## config.mk

```make
export PLATFORM = sky130hd
export DESIGN_NAME = rst_seq_mgr_flat
export DESIGN_NICKNAME = d
export VERILOG_FILES = /design/src/rtl/rst_seq_mgr_if.sv /design/src/rtl/rst_seq_mgr.sv /design/src/flat_wrapper.sv
export SDC_FILE = /design/constraint.sdc
export NUM_CORES = 1
export LEC_CHECK = 0
export CAP_MARGIN = 5
export CORE_MARGIN = 3
export CORE_UTILIZATION = 60
export DETAILED_ROUTE_END_ITERATION = 6
export GPL_TIMING_DRIVEN = 0
export HOLD_SLACK_MARGIN = 0.02
export PLACE_DENSITY = 0.78
export RECOVER_POWER = 100
export SETUP_SLACK_MARGIN = 0.1
export SLEW_MARGIN = 20
export SYNTH_ARGS = -nofsm -noshare
export SYNTH_HDL_FRONTEND = slang
export SYNTH_SLANG_ARGS = --single-unit
```

## constraint.sdc

```tcl
create_clock -name clk -period 2.9 [get_ports clk]
set_clock_uncertainty 0.15 [all_clocks]
set_input_delay 0.29 -clock clk [delete_from_list [all_inputs] [get_ports clk]]
set_output_delay 0.29 -clock clk [all_outputs]
set_load 0.01 [all_outputs]
```

## src/rtl/rst_seq_mgr_if.sv

```systemverilog
// rtl/rst_seq_mgr_if.sv - reset manager trigger inputs and per-domain reset outputs
interface rst_seq_mgr_if #(
  parameter int N_OUT = 2
);
  logic             btn_i;
  logic             soft_rst_i;
  logic             wdog_en_i;
  logic             wdog_kick_i;
  logic [N_OUT-1:0] rst_o;
  logic             rst_done_o;
  logic [1:0]       rst_cause_o;

  modport master (
    output btn_i, soft_rst_i, wdog_en_i, wdog_kick_i,
    input  rst_o, rst_done_o, rst_cause_o
  );

  modport slave (
    input  btn_i, soft_rst_i, wdog_en_i, wdog_kick_i,
    output rst_o, rst_done_o, rst_cause_o
  );
endinterface

```

## src/rtl/rst_seq_mgr.sv

```systemverilog
// rtl/rst_seq_mgr.sv - staggered multi-domain reset sequencer with button, soft and watchdog triggers
module rst_seq_mgr #(
  parameter int N_OUT       = 2,
  parameter int HOLD_CYC    = 65535,
  parameter int STAGGER_CYC = 16,
  parameter int DEB_CYC     = 100000,
  parameter int WDOG_CYC    = 2**24
) (
  input  logic          clk,
  input  logic          rst,
  rst_seq_mgr_if.slave  bus
);

  localparam int HW = (HOLD_CYC    > 1) ? $clog2(HOLD_CYC)    : 1;
  localparam int SW = (STAGGER_CYC > 1) ? $clog2(STAGGER_CYC) : 1;
  localparam int DW = (DEB_CYC     > 1) ? $clog2(DEB_CYC)     : 1;
  localparam int WW = (WDOG_CYC    > 1) ? $clog2(WDOG_CYC)    : 1;
  localparam int IW = (N_OUT       > 1) ? $clog2(N_OUT)       : 1;

  localparam logic [HW-1:0] HOLD_LAST = HW'(HOLD_CYC - 1);
  localparam logic [SW-1:0] STAG_LAST = SW'(STAGGER_CYC - 1);
  localparam logic [DW-1:0] DEB_LAST  = DW'(DEB_CYC - 1);
  localparam logic [WW-1:0] WDOG_LAST = WW'(WDOG_CYC - 1);
  localparam logic [IW-1:0] IDX_LAST  = IW'(N_OUT - 1);

  localparam logic [1:0] CAUSE_POR  = 2'd0;
  localparam logic [1:0] CAUSE_BTN  = 2'd1;
  localparam logic [1:0] CAUSE_SOFT = 2'd2;
  localparam logic [1:0] CAUSE_WDOG = 2'd3;

  typedef enum logic [1:0] {
    S_HOLD    = 2'd0,
    S_STAGGER = 2'd1,
    S_RUN     = 2'd2
  } state_t;

  state_t           state_q, state_d;
  logic [HW-1:0]    hold_q, hold_d;
  logic [SW-1:0]    stag_q, stag_d;
  logic [IW-1:0]    idx_q, idx_d;
  logic [N_OUT-1:0] rst_q, rst_d;
  logic             done_q, done_d;
  logic [1:0]       cause_q, cause_d;

  logic             sync1_q, sync2_q;
  logic             stable_q, stable_d;
  logic [DW-1:0]    deb_q, deb_d;
  logic [WW-1:0]    wdog_q, wdog_d;

  logic             btn_trig, wdog_trig, trig;
  logic [1:0]       cause_sel;

  // Debounce the synchronised button, run the watchdog and merge the trigger sources
  always_comb begin
    stable_d  = stable_q;
    deb_d     = '0;
    btn_trig  = 1'b0;
    wdog_d    = '0;
    wdog_trig = 1'b0;
    if (sync2_q != stable_q) begin
      if (deb_q == DEB_LAST) begin
        stable_d = sync2_q;
        btn_trig = sync2_q;   // only the press edge resets; release just updates the flag
      end else begin
        deb_d = deb_q + DW'(1);
      end
    end
    if ((state_q == S_RUN) && bus.wdog_en_i) begin
      if (bus.wdog_kick_i) begin
        wdog_d = '0;          // a kick wins over an expiry in the same cycle
      end else if (wdog_q == WDOG_LAST) begin
        wdog_trig = 1'b1;
      end else begin
        wdog_d = wdog_q + WW'(1);
      end
    end
    trig = btn_trig | bus.soft_rst_i | wdog_trig;
    if (wdog_trig) begin
      cause_sel = CAUSE_WDOG;
    end else if (bus.soft_rst_i) begin
      cause_sel = CAUSE_SOFT;
    end else begin
      cause_sel = CAUSE_BTN;
    end
  end

  // Sequencer: hold all domains, release them one by one, then watch for triggers
  always_comb begin
    state_d = state_q;
    hold_d  = hold_q;
    stag_d  = stag_q;
    idx_d   = idx_q;
    rst_d   = rst_q;
    done_d  = done_q;
    cause_d = cause_q;
    if (trig) begin
      state_d = S_HOLD;
      hold_d  = '0;
      stag_d  = '0;
      idx_d   = '0;
      rst_d   = '1;
      done_d  = 1'b0;
      cause_d = cause_sel;
    end else begin
      case (state_q)
        S_HOLD: begin
          if (hold_q == HOLD_LAST) begin
            rst_d[0] = 1'b0;
            if (N_OUT == 1) begin
              state_d = S_RUN;
              done_d  = 1'b1;
            end else begin
              state_d = S_STAGGER;
              idx_d   = IW'(1);
              stag_d  = '0;
            end
          end else begin
            hold_d = hold_q + HW'(1);
          end
        end
        S_STAGGER: begin
          if (stag_q == STAG_LAST) begin
            rst_d[idx_q] = 1'b0;
            stag_d       = '0;
            if (idx_q == IDX_LAST) begin
              state_d = S_RUN;
              done_d  = 1'b1;
            end else begin
              idx_d = idx_q + IW'(1);
            end
          end else begin
            stag_d = stag_q + SW'(1);
          end
        end
        S_RUN: begin
        end
        default: begin
          state_d = S_HOLD;
        end
      endcase
    end
  end

  // State and counter registers; board reset forces the full POR sequence
  always_ff @(posedge clk) begin
    if (rst) begin
      state_q  <= S_HOLD;
      hold_q   <= '0;
      stag_q   <= '0;
      idx_q    <= '0;
      rst_q    <= '1;
      done_q   <= 1'b0;
      cause_q  <= CAUSE_POR;
      sync1_q  <= 1'b0;
      sync2_q  <= 1'b0;
      stable_q <= 1'b0;
      deb_q    <= '0;
      wdog_q   <= '0;
    end else begin
      state_q  <= state_d;
      hold_q   <= hold_d;
      stag_q   <= stag_d;
      idx_q    <= idx_d;
      rst_q    <= rst_d;
      done_q   <= done_d;
      cause_q  <= cause_d;
      sync1_q  <= bus.btn_i;
      sync2_q  <= sync1_q;
      stable_q <= stable_d;
      deb_q    <= deb_d;
      wdog_q   <= wdog_d;
    end
  end

  assign bus.rst_o       = rst_q;
  assign bus.rst_done_o  = done_q;
  assign bus.rst_cause_o = cause_q;

endmodule

```

## src/flat_wrapper.sv

```systemverilog
// flat-port wrapper written by rule: the top's interface ports become plain ports
module rst_seq_mgr_flat 
#(
  parameter int N_OUT       = 2,
  parameter int HOLD_CYC    = 65535,
  parameter int STAGGER_CYC = 16,
  parameter int DEB_CYC     = 100000,
  parameter int WDOG_CYC    = 2**24
)
  (clk, rst, bus_btn_i, bus_soft_rst_i, bus_wdog_en_i, bus_wdog_kick_i, bus_rst_o, bus_rst_done_o, bus_rst_cause_o);
  rst_seq_mgr_if #(.N_OUT(N_OUT)) bus_i ();
  input  logic clk;
  input  logic rst;
  input wire logic [$bits(bus_i.btn_i)-1:0] bus_btn_i;
  input wire logic [$bits(bus_i.soft_rst_i)-1:0] bus_soft_rst_i;
  input wire logic [$bits(bus_i.wdog_en_i)-1:0] bus_wdog_en_i;
  input wire logic [$bits(bus_i.wdog_kick_i)-1:0] bus_wdog_kick_i;
  output wire logic [$bits(bus_i.rst_o)-1:0] bus_rst_o;
  output wire logic [$bits(bus_i.rst_done_o)-1:0] bus_rst_done_o;
  output wire logic [$bits(bus_i.rst_cause_o)-1:0] bus_rst_cause_o;
  assign bus_i.btn_i = bus_btn_i;
  assign bus_i.soft_rst_i = bus_soft_rst_i;
  assign bus_i.wdog_en_i = bus_wdog_en_i;
  assign bus_i.wdog_kick_i = bus_wdog_kick_i;
  assign bus_rst_o = bus_i.rst_o;
  assign bus_rst_done_o = bus_i.rst_done_o;
  assign bus_rst_cause_o = bus_i.rst_cause_o;
  rst_seq_mgr #(.N_OUT(N_OUT), .HOLD_CYC(HOLD_CYC), .STAGGER_CYC(STAGGER_CYC), .DEB_CYC(DEB_CYC), .WDOG_CYC(WDOG_CYC)) u_core (.clk(clk), .rst(rst), .bus(bus_i));
endmodule
```

# [After elaboration in Yosys (flattened, before gate mapping)]
# Index checks and enable logic that the tools add are counted.
[word_totals] memories=0 reg_bits=72 ram_bits=0 output_inout_bits=5 mem_bits_ro=0 latchBits=0 inputBits=6 word_cells=75
[op_classes] bitwise=8 div_mod_pow=0 muxes=23 n_reduce_logical=14 n_mul=0 addsub=5 n_eq_ne=10 shifts=0 n_lt_le_gt_ge=2
[op_table] operator="$add 24x1->24 const B" n=1
[op_table] operator="$eq 24x24->1 const B" n=1
[op_table] operator="$add 17x1->17 const B" n=1
[op_table] operator="$eq 17x17->1 const B" n=1
[op_table] operator="$add 16x1->16 const B" n=1
[op_table] operator="$eq 16x16->1 const B" n=1
[op_table] operator="$mux 1" n=11
[op_table] operator="$mux 2" n=5
[op_table] operator="$mux 4" n=2
[op_table] operator="$pmux 4 s2" n=1
[op_table] operator="$reduce_and 2->1" n=4
[op_table] operator="$ne 2x1->1 const B" n=3
[op_table] operator="$pmux 2 s3" n=1
[op_table] operator="$reduce_and 3->1" n=2
[op_table] operator="$add 4x1->4 const B" n=1
[op_table] operator="$eq 4x4->1 const B" n=1
[op_table] operator="$not 1->1" n=4
[op_table] operator="$pmux 1 s2" n=2
[op_table] operator="$reduce_and 4->1" n=1
[op_table] operator="$reduce_or 4->1" n=1
[op_table] operator="$reduce_or 3->1" n=1
[op_table] operator="$and 2x2->2" n=1
[op_table] operator="$eq 2x1->1 const B" n=1
[op_table] operator="$eq 2x2->1 const B" n=1
[op_table] operator="11 further kinds" n=13

# [Longest topological paths before layout]
# Gate-level depths: netlist of run 1.
[logic_depth] depth_word=8 depth_mapped=8

# [Worst setup path before layout of run 1]
# OpenSTA, ideal clock, no wires.
[synth_timing] path_kind="reg-to-reg" start="register u_core.deb_q[0]" end="register u_core.rst_q[1] (netlist: u_core.bus.rst_o[1])" path_stages_with_launch=9 t_arrival_ns=1.822 synth_period_minus_slack_ns=2.086 setup_slack_ns=0.814 t_required_ns=2.636 path_cell_list="dfxtp_1 -> ha_1 -> and4_1 -> nand4_1 -> nor3b_1 -> or4_1 -> buf_6 -> buf_6 -> a21o_1"
[synth_via] elab_chain_cells=6
[synth_rtl] item="start: declaration" line_no="rst_seq_mgr.sv:47" text="logic [DW-1:0] deb_q, deb_d;"
[synth_rtl] item="start signal: assignment" line_no="rst_seq_mgr.sv:157" text="deb_q <= '0;"
[synth_rtl] item="start signal: assignment" line_no="rst_seq_mgr.sv:170" text="deb_q <= deb_d;"
[synth_rtl] item="$eq 17x17->1" line_no="rst_seq_mgr.sv:61" text="if (deb_q == DEB_LAST) begin"
[synth_rtl] item="$mux 1" line_no="rst_seq_mgr.sv:61"
[synth_rtl] item="$mux 1" line_no="rst_seq_mgr.sv:60" text="if (sync2_q != stable_q) begin"
[synth_rtl] item="$or 1x1->1 (2 in a row)" line_no="rst_seq_mgr.sv:77" text="trig = btn_trig | bus.soft_rst_i | wdog_trig;"
[synth_rtl] item="$reduce_or 2->1 (no source line)"
[synth_rtl] item="end signal: assignment" line_no="rst_seq_mgr.sv:164" text="rst_q <= rst_d;"
[synth_rtl] item="end: declaration" line_no="rst_seq_mgr.sv:41" text="logic [N_OUT-1:0] rst_q, rst_d;"
# No other way between the ends.
# A chain may end at the register's enable or synchronous reset.

# [Worst setup path after layout of run 1]
[layout_timing] start="register u_core.deb_q[0]" end="register u_core.hold_q[10]"
[layout_via] elab_chain_cells=6
[layout_rtl] item="$eq 17x17->1" line_no="rst_seq_mgr.sv:61"
[layout_rtl] item="$mux 1" line_no="rst_seq_mgr.sv:61"
[layout_rtl] item="$mux 1" line_no="rst_seq_mgr.sv:60"
[layout_rtl] item="$or 1x1->1 (2 in a row)" line_no="rst_seq_mgr.sv:77"
[layout_rtl] item="$reduce_or 2->1 (no source line)"
[layout_rtl] item="end signal: assignment" line_no="rst_seq_mgr.sv:161" text="hold_q <= hold_d;"
[layout_rtl] item="end: declaration" line_no="rst_seq_mgr.sv:38" text="logic [HW-1:0] hold_q, hold_d;"
# No other way between the ends.

==> flow_metrics.py, run 1 <==
metrics = {
    "clock_network": {
        "clk_pin_slew_ns": 0.07,
        "clockBufferDepth": 2,
        "cts.sinks": 72,
        "clockRootBuffer": "clkbuf_8",
        "cts_tree": "built",
        "cts_hold_buf": 0,
        "worstSkewPairLatency_ns": 0.34,
        "cts_resized": 0,
        "cts_made_buffers": 9,
        "h-tree-depth": 3,
        "postCtsSetupBuffers": 0,
    },
    "placed_design": {
        "placement.io_buffers": 10,
        "gp_congestion": 0.7784,
        "placed_area_mm2": 0.003373,
        "dpl.cell_count": 444,
        "hpwl_um": 4202,
    },
    "worst_hold_path": {
        "hold_path_end": "u_core.sync2_q$_SDFF_PP0_",
        "hold_depth": 1,
        "hp-class": "flip-flop to flip-flop",
        "worstHoldStart": "u_core.sync1_q$_SDFF_PP0_",
    },
    "sta": {
        "fin_setup_tns_ns": 0,
        "worstMarginPinSlew_ns": 1.037,
        "rsz0062_at_grt": "false",
        "fin_crit_sh_pct": 79.63,
        "finalSetupViolCount": 0,
        "fin_crit_ns": 2.309,
        "hold_violations": 0,
        "relSlewSlack_pct": 30.25,
        "max_freq_mhz": 433.0,
        "maxSlewViolCount": 0,
        "hold-worst-slack_ns": 0.2904,
    },
    "setup_path": {
        "cp_max_fo": 10,
        "worstSetupPathType": "flip-flop to flip-flop",
        "start_kind": "flip-flop",
        "endpoint_kind": "flip-flop",
        "cp.required_ns": 2.98,
        "reg2reg_slack_ns": 0.59,
        "r2r-start": "u_core.deb_q[0]$_SDFF_PP0_",
        "rr_endpoint": "u_core.hold_q[10]$_SDFFE_PP0P_",
        "cp.arrival_ns": 2.39,
        "rr_worst_depth": 8,
    },
    "logic_synthesis": {
        "synth_area_mm2": 0.003189,
        "synth.most_common_cell": "dfxtp_1",
        "synth_flop_cell": "dfxtp_1",
        "synth_edf_count": 0,
        "synth_area_leaders": "dfxtp_1 45%, xor2_1 7.4%, nor2_1 7.3%, xnor2_1 4.1%, nand3_1 3.6%",
        "yosys-top-cells-count": "72 x dfxtp_1, 62 x nor2_1, 27 x xor2_1",
        "synth_async_sr_flop_share_pct": 0,
        "yosysSeqAreaShare_pct": 45.19,
        "synth.avg_cell_area_um2": 8.690,
        "synth_cells": 367,
        "ys_types": 38,
        "yosysTopAreaCell": "dfxtp_1",
        "ys_ff_latch": 72,
        "yosys_warnings": 0,
        "synth_nets": 378,
        "yosysTopAreaCellShare_pct": 45.19,
    },
    "final_layout": {
        "design_area_mm2": 0.003533,
        "fin_cells": 457,
        "syn_to_final_growth_pct": 10.79,
        "fillers": 432,
        "regArea_mm2": 0.001441,
        "drive_above_1_share_pct": 5.641,
        "diodes": 0,
        "multi_input_area_mm2": 0.001662,
        "nets": 399,
    },
    "route": {
        "drcViolationCount": 0,
        "routed_via_density": 5.591,
        "drtPass1Iterations": 4,
        "drt-initial-drc-count": 167,
        "num_vias": 2555,
        "postRouteWirelength_um": 5977,
        "routedWlPerCell_um": 13.08,
        "final_antenna_net_count": 0,
    },
    "floorplanning": {
        "die_x_um": 78.91,
        "die_y_um": 78.91,
        "num_rows": 25,
        "io_pins": 11,
        "die_area_mm2": 0.006226,
        "core_region_area_mm2": 0.004942,
        "start_util_pct": 64.53,
    },
    "global_routing": {
        "grt_pass1_vias": 2406,
        "grt_first_pass_wirelength_um": 10730,
        "grt.overflow.total": 0,
        "grt_usage_pct": 21.66,
        "grt_max_degree": 11,
        "antenna_found_initial": 0,
    },
    "power_and_ir_drop": {
        "power_uw": 1707,
        "power_leakage_uw": 0.001135,
        "irDropWorstVdd_uv": 384.5,
        "power_density_mw_per_mm2": 483.2,
    },
    "run": {
        "cap_violations": 0,
    },
    "outcome": {
        "status": "complete, no violations",
    },
}
-- worst max-delay path, stage by stage, from the launching register on --
cell     delay (ns)
dfxtp_1        0.40
ha_1           0.24
and4_1         0.29
nand4_1        0.22
nor3b_1        0.36
or4_1          0.18
buf_6          0.14
buf_6          0.15
nor2_1         0.06
-- metal layers --
metal | global-route usage, % | wire (µm) | vias to the layer above
met2 | 35.31 | 2807 | 49
met3 | 6.463 | 250 | 10
li1 | - | - | 1325
met5 | 0 | 0 | -
met1 | 27.38 | 2850 | 1171
met4 | 7.388 | 68 | 0
-- registers in the layout, indices dropped and copies added (netlist names) --
name                    count
u_core.state_q              2
u_core.wdog_q              24
u_core.idx_q                1
u_core.sync2_q              1
u_core.stable_q             1
u_core.sync1_q              1
u_core.deb_q               17
u_core.hold_q              16
u_core.stag_q               4
u_core.bus.rst_o            2
u_core.bus.rst_done_o       1
u_core.bus.rst_cause_o      2
-- kinds of logic (layout without fill, tap and decap cells) --
| logic type | after synthesis | count (layout) | synth area share [%] |
|---|---|---|---|
| AOI/OAI and AO/OA | 41 | 41 | 7.219 |
| xor gates and xnor gates | 42 | 42 | 11.53 |
| adders and majority gates | 5 | 5 | 1.962 |
| buffers and inverters | 17 | 40 | 2.707 |
| DFF | 72 | 72 | 45.19 |
| muxes | 4 | 4 | 1.295 |
| and+or+nand+nor | 186 | 186 | 30.09 |
-- how the worst max path moves through the flow --
stage,from,end,slack (ns),cells after the start
4_1_cts,u_core.deb_q[0]$_SDFF_PP0_,u_core.hold_q[3]$_SDFFE_PP0P_,0.57,8
2_1_floorplan,u_core.deb_q[0]$_SDFF_PP0_,u_core.bus.rst_o[1]$_SDFFE_PP1P_,0.81,8
3_3_place_gp,u_core.wdog_q[8]$_SDFF_PP0_,u_core.wdog_q[19]$_SDFF_PP0_,0.66,5
3_5_place_dp,u_core.deb_q[0]$_SDFF_PP0_,u_core.hold_q[10]$_SDFFE_PP0P_,0.59,8
5_1_grt,u_core.wdog_q[8]$_SDFF_PP0_,u_core.wdog_q[19]$_SDFF_PP0_,0.39,5
6_report,u_core.deb_q[0]$_SDFF_PP0_,u_core.hold_q[10]$_SDFFE_PP0P_,0.59,8
-- per-stage QoR --
step           setup WS [ns]  utilization (%)
2_1_floorplan         0.8145                -
3_3_place_gp          0.6565            68.25
3_5_place_dp          0.5948            68.25
5_1_grt               0.3950            71.49
4_1_cts               0.5662            71.49
6_report              0.5907            71.49
-- report_power, final --
group          total [µW]  internal, µW  switching, µW
Clock                 678           342            336
Combinational        33.5          17.0           16.5
Sequential            996           993           3.39
Total                1710          1350            356
-- layout make-up --
class	instances	area share (%)
Clock buffer	12	4.391
Tap cell	67	2.373
Clock inverter	1	0.1416
Inverter	8	0.8499
Sequential cell	72	40.79
Buffer	9	1.593
Multi-Input combinational cell	278	47.03
Timing Repair Buffer	10	2.833
-- cell usage in the layout, fill, tap and decap left out, drive strengths merged, types with 2 or more instances in the layout --
master         count
nor3               3
inv                8
nor4bb             2
xor2              27
nor2              62
xnor2             15
o21ai             11
and2               3
clkbuf            18
nor2b              4
nand4             18
mux2i              3
dlygate4sd3        6
and3              11
nor4b              2
ha                 5
and4               6
nand2b             4
a21oi             22
clkdlybuf4s50      4
or3                4
buf                3
nor4               9
nand3             23
or4                2
or2                3
nand2             26
nor3b              4
dfxtp             72
a311oi             2
Note: power is estimated with default switching activity, not from simulation.
==> inputs of run 2 (changes only) <==
Settings changed: CORE_UTILIZATION 60 to 54, PLACE_DENSITY 0.78 to 0.74.
Clock period 2.9 ns to 2 ns, I/O delays scaled along.
==> flow_metrics.py, run 2 (synthesis gave the netlist of run 1 again) <==
metrics = {
    "final_layout": {
        "final_cell_mix": "51 x nor2_1, 51 x dfxtp_1, 27 x xor2_1",
        "nets": 424,
        "syn_to_final_growth_pct": 28.09,
        "largestRegisters": "u_core.wdog_q (24), u_core.deb_q (17), u_core.hold_q (16)",
        "largest-register": "u_core.wdog_q",
        "drive_above_1_share_pct": 26.32,
        "diodes": 0,
        "fin_cells": 490,
        "largest_reg_flops": 24,
    },
    "setup_path": {
        "rr_endpoint": "u_core.bus.rst_o[1]$_SDFFE_PP1P_",
        "worstSetupPathType": "flip-flop to flip-flop",
        "cp.required_ns": 2.09,
        "crit_path_top_delay_cell": "or4_4",
        "cp_max_fo": 8,
        "start_kind": "flip-flop",
        "critical-path-top-delay-family": "simple AND/OR/NAND/NOR gates",
        "rr_worst_depth": 7,
        "path_cells": "and4_4 -> and4_4 -> and4_4 -> or4_4 -> buf_8 -> buf_8 -> a21o_1",
        "startpoint": "u_core.wdog_q[20]$_SDFF_PP0_",
        "reg2reg_slack_ns": -0.09,
        "critPathMaxStageDelay_ns": 0.52,
        "r2r-start": "u_core.wdog_q[20]$_SDFF_PP0_",
        "crit_buf_inv": 2,
        "endpoint_kind": "flip-flop",
        "cp.arrival_ns": 2.18,
        "crit_top_cell": "and4_4",
        "crit_cells": 7,
    },
    "power_and_ir_drop": {
        "irDropWorstVdd_uv": 556.5,
        "swShare_pct": 20.16,
        "power_frac_seq_pct": 51.1,
        "p_sw_uw": 567.9,
        "power_leakage_uw": 0.001368,
        "combPwrFrac_pct": 2.7,
        "p_int_uw": 2249,
        "pwr-share-clk_pct": 46.2,
        "power_density_mw_per_mm2": 689.6,
    },
    "global_routing": {
        "grt_max_degree": 13,
        "grt_pass1_vias": 2592,
        "antenna_found_initial": 0,
        "grt_usage_pct": 19.95,
        "grt.overflow.total": 0,
        "grt_first_pass_wirelength_um": 11450,
    },
    "clock_network": {
        "clockBufferDepth": 2,
        "clk_pin_slew_ns": 0.08,
        "h-tree-depth": 3,
        "cts_tree": "built",
        "cts_hold_buf": 0,
        "cts_made_buffers": 9,
        "clockRootBuffer": "clkbuf_8",
        "cts.sinks": 72,
        "worstSkewPairLatency_ns": 0.34,
    },
    "sta": {
        "worstMarginPinSlew_ns": 0.6197,
        "relSlewSlack_pct": 58.69,
        "max_freq_mhz": 478.4,
        "maxSlewViolCount": 0,
        "fin_crit_sh_pct": 104.5,
        "fin_ws_ns": -0.09042,
        "hold_violations": 0,
        "fin_crit_ns": 2.090,
        "rsz0062_at_grt": "true",
        "finalSetupViolCount": 24,
    },
    "route": {
        "drtPass1Iterations": 4,
        "drcViolationCount": 0,
        "num_vias": 2750,
        "drt-initial-drc-count": 147,
        "routedWlPerCell_um": 13.98,
        "routed_via_density": 5.612,
        "postRouteWirelength_um": 6852,
        "final_antenna_net_count": 0,
    },
    "outcome": {
        "status": "finished with violations",
        "violations": "negative setup slack",
    },
    "worst_hold_path": {
        "hp-class": "primary input to flip-flop",
        "worstHoldStart": "bus_btn_i",
        "hold_path_end": "u_core.sync1_q$_SDFF_PP0_",
        "hold_depth": 2,
    },
    "placed_design": {
        "gp_congestion": 0.8039,
        "hpwl_um": 4088,
        "dp_slack_ns": -0.2136,
        "dpl.cell_count": 449,
        "placement.io_buffers": 10,
    },
    "floorplanning": {
        "io_pins": 11,
        "num_rows": 27,
        "core_region_area_mm2": 0.005608,
        "die_area_mm2": 0.006864,
        "die_y_um": 82.85,
        "start_util_pct": 56.87,
        "die_x_um": 82.85,
    },
    "run": {
        "cap_violations": 0,
    },
}
==> run 2: cell types whose count changed in the layout (fill, tap and decap cells not counted), sizes merged <==
cell           change
buf               +24
bufinv             +2
clkbuf             +1
clkdlybuf4s50      +1
clkinvlp           +1
dlygate4sd3        -1
==> run 2: worst max-delay path by stage <==
stage / endpoint / slack (ns)
floorplan: u_core.bus.rst_o[1]$_SDFFE_PP1P_ / 0.002
global placement: u_core.wdog_q[23]$_SDFF_PP0_ / -0.22
detailed placement: u_core.hold_q[11]$_SDFFE_PP0P_ / -0.21
CTS: u_core.bus.rst_o[1]$_SDFFE_PP1P_ / -0.05
global route: u_core.bus.rst_o[1]$_SDFFE_PP1P_ / -0.14
finish: u_core.bus.rst_o[1]$_SDFFE_PP1P_ / -0.09
==> run 2: cell type report <==
cell class	instances	area, µm²
inverter	8	30.03
timing repair buffer	35	301.5
tap	72	90.09
clock buffer	12	155.1
sequential	72	1475
fill	428	1523
buffer	9	83.83
multi-input combinational	278	1873
clock inverter	4	76.32
==> run 2: per-layer routing <==
metal / share of wire [%] / track usage, % / wire length [µm] / vias to the layer above
met4: 0.92 / 4.160 / 63 / 0
met1: 46 / 25.39 / 3133 / 1294
met2: 49 / 33.09 / 3363 / 67
met3: 4.2 / 6.548 / 291 / 8
met5: 0 / 0 / 0 / -
li1: - / - / - / 1381
==> run 2: worst register-to-register path: cells and delay by family, from the launching register on <==
family / cells / cell delay, ns
AND/OR/NAND/NOR: 4 / 1.08
flip-flops: 1 / 0.33
buffers and inverters: 2 / 0.29
AO/OA/AOI/OAI: 1 / 0.14
==> run 2: repair_timing <==
action / CTS / global route
buffers inserted: 17 / 7
resized for setup: 39 / 46
endpoints found under the hold margin: 0 / 0
setup endpoints to repair: 59 / 59
pin swaps: 12 / 10
gates cloned: 1 / 0
==> run 2: power groups by stage <==
| stage | clock [µW] | combinational, µW | sequential (µW) |
|---|---|---|---|
| floorplan | 0 | 28.1 | 1480 |
| global placement | 0 | 50.2 | 1480 |
| detailed placement | 0 | 50.8 | 1480 |
| CTS | 1320 | 71.1 | 1440 |
| global route | 1390 | 80.0 | 1440 |
| finish | 1300 | 74.8 | 1440 |
==> run 2: stage by stage <==
stage | cell area [µm²] | TNS, ns | power [µW] | hold slack, ns | util [%]
after floorplan | 3214 | 0 | 1504 | 0.1191 | -
after global placement | 3405 | -8.391 | 1527 | 0.2722 | 60.71
after detailed placement | 3405 | -10.14 | 1527 | 0.2778 | 60.71
after CTS | 3935 | -0.1853 | 2836 | 0.2702 | 70.17
after global routing | 4085 | -2.509 | 2906 | 0.2851 | 72.85
final | 4085 | -0.7507 | 2817 | 0.2730 | 72.85
==> inputs of run 3 (changes only) <==
Settings changed: CAP_MARGIN 5 to not set.
==> results of run 3 <==
No change in the layout: final DEF, timing and power equal those of run 2.
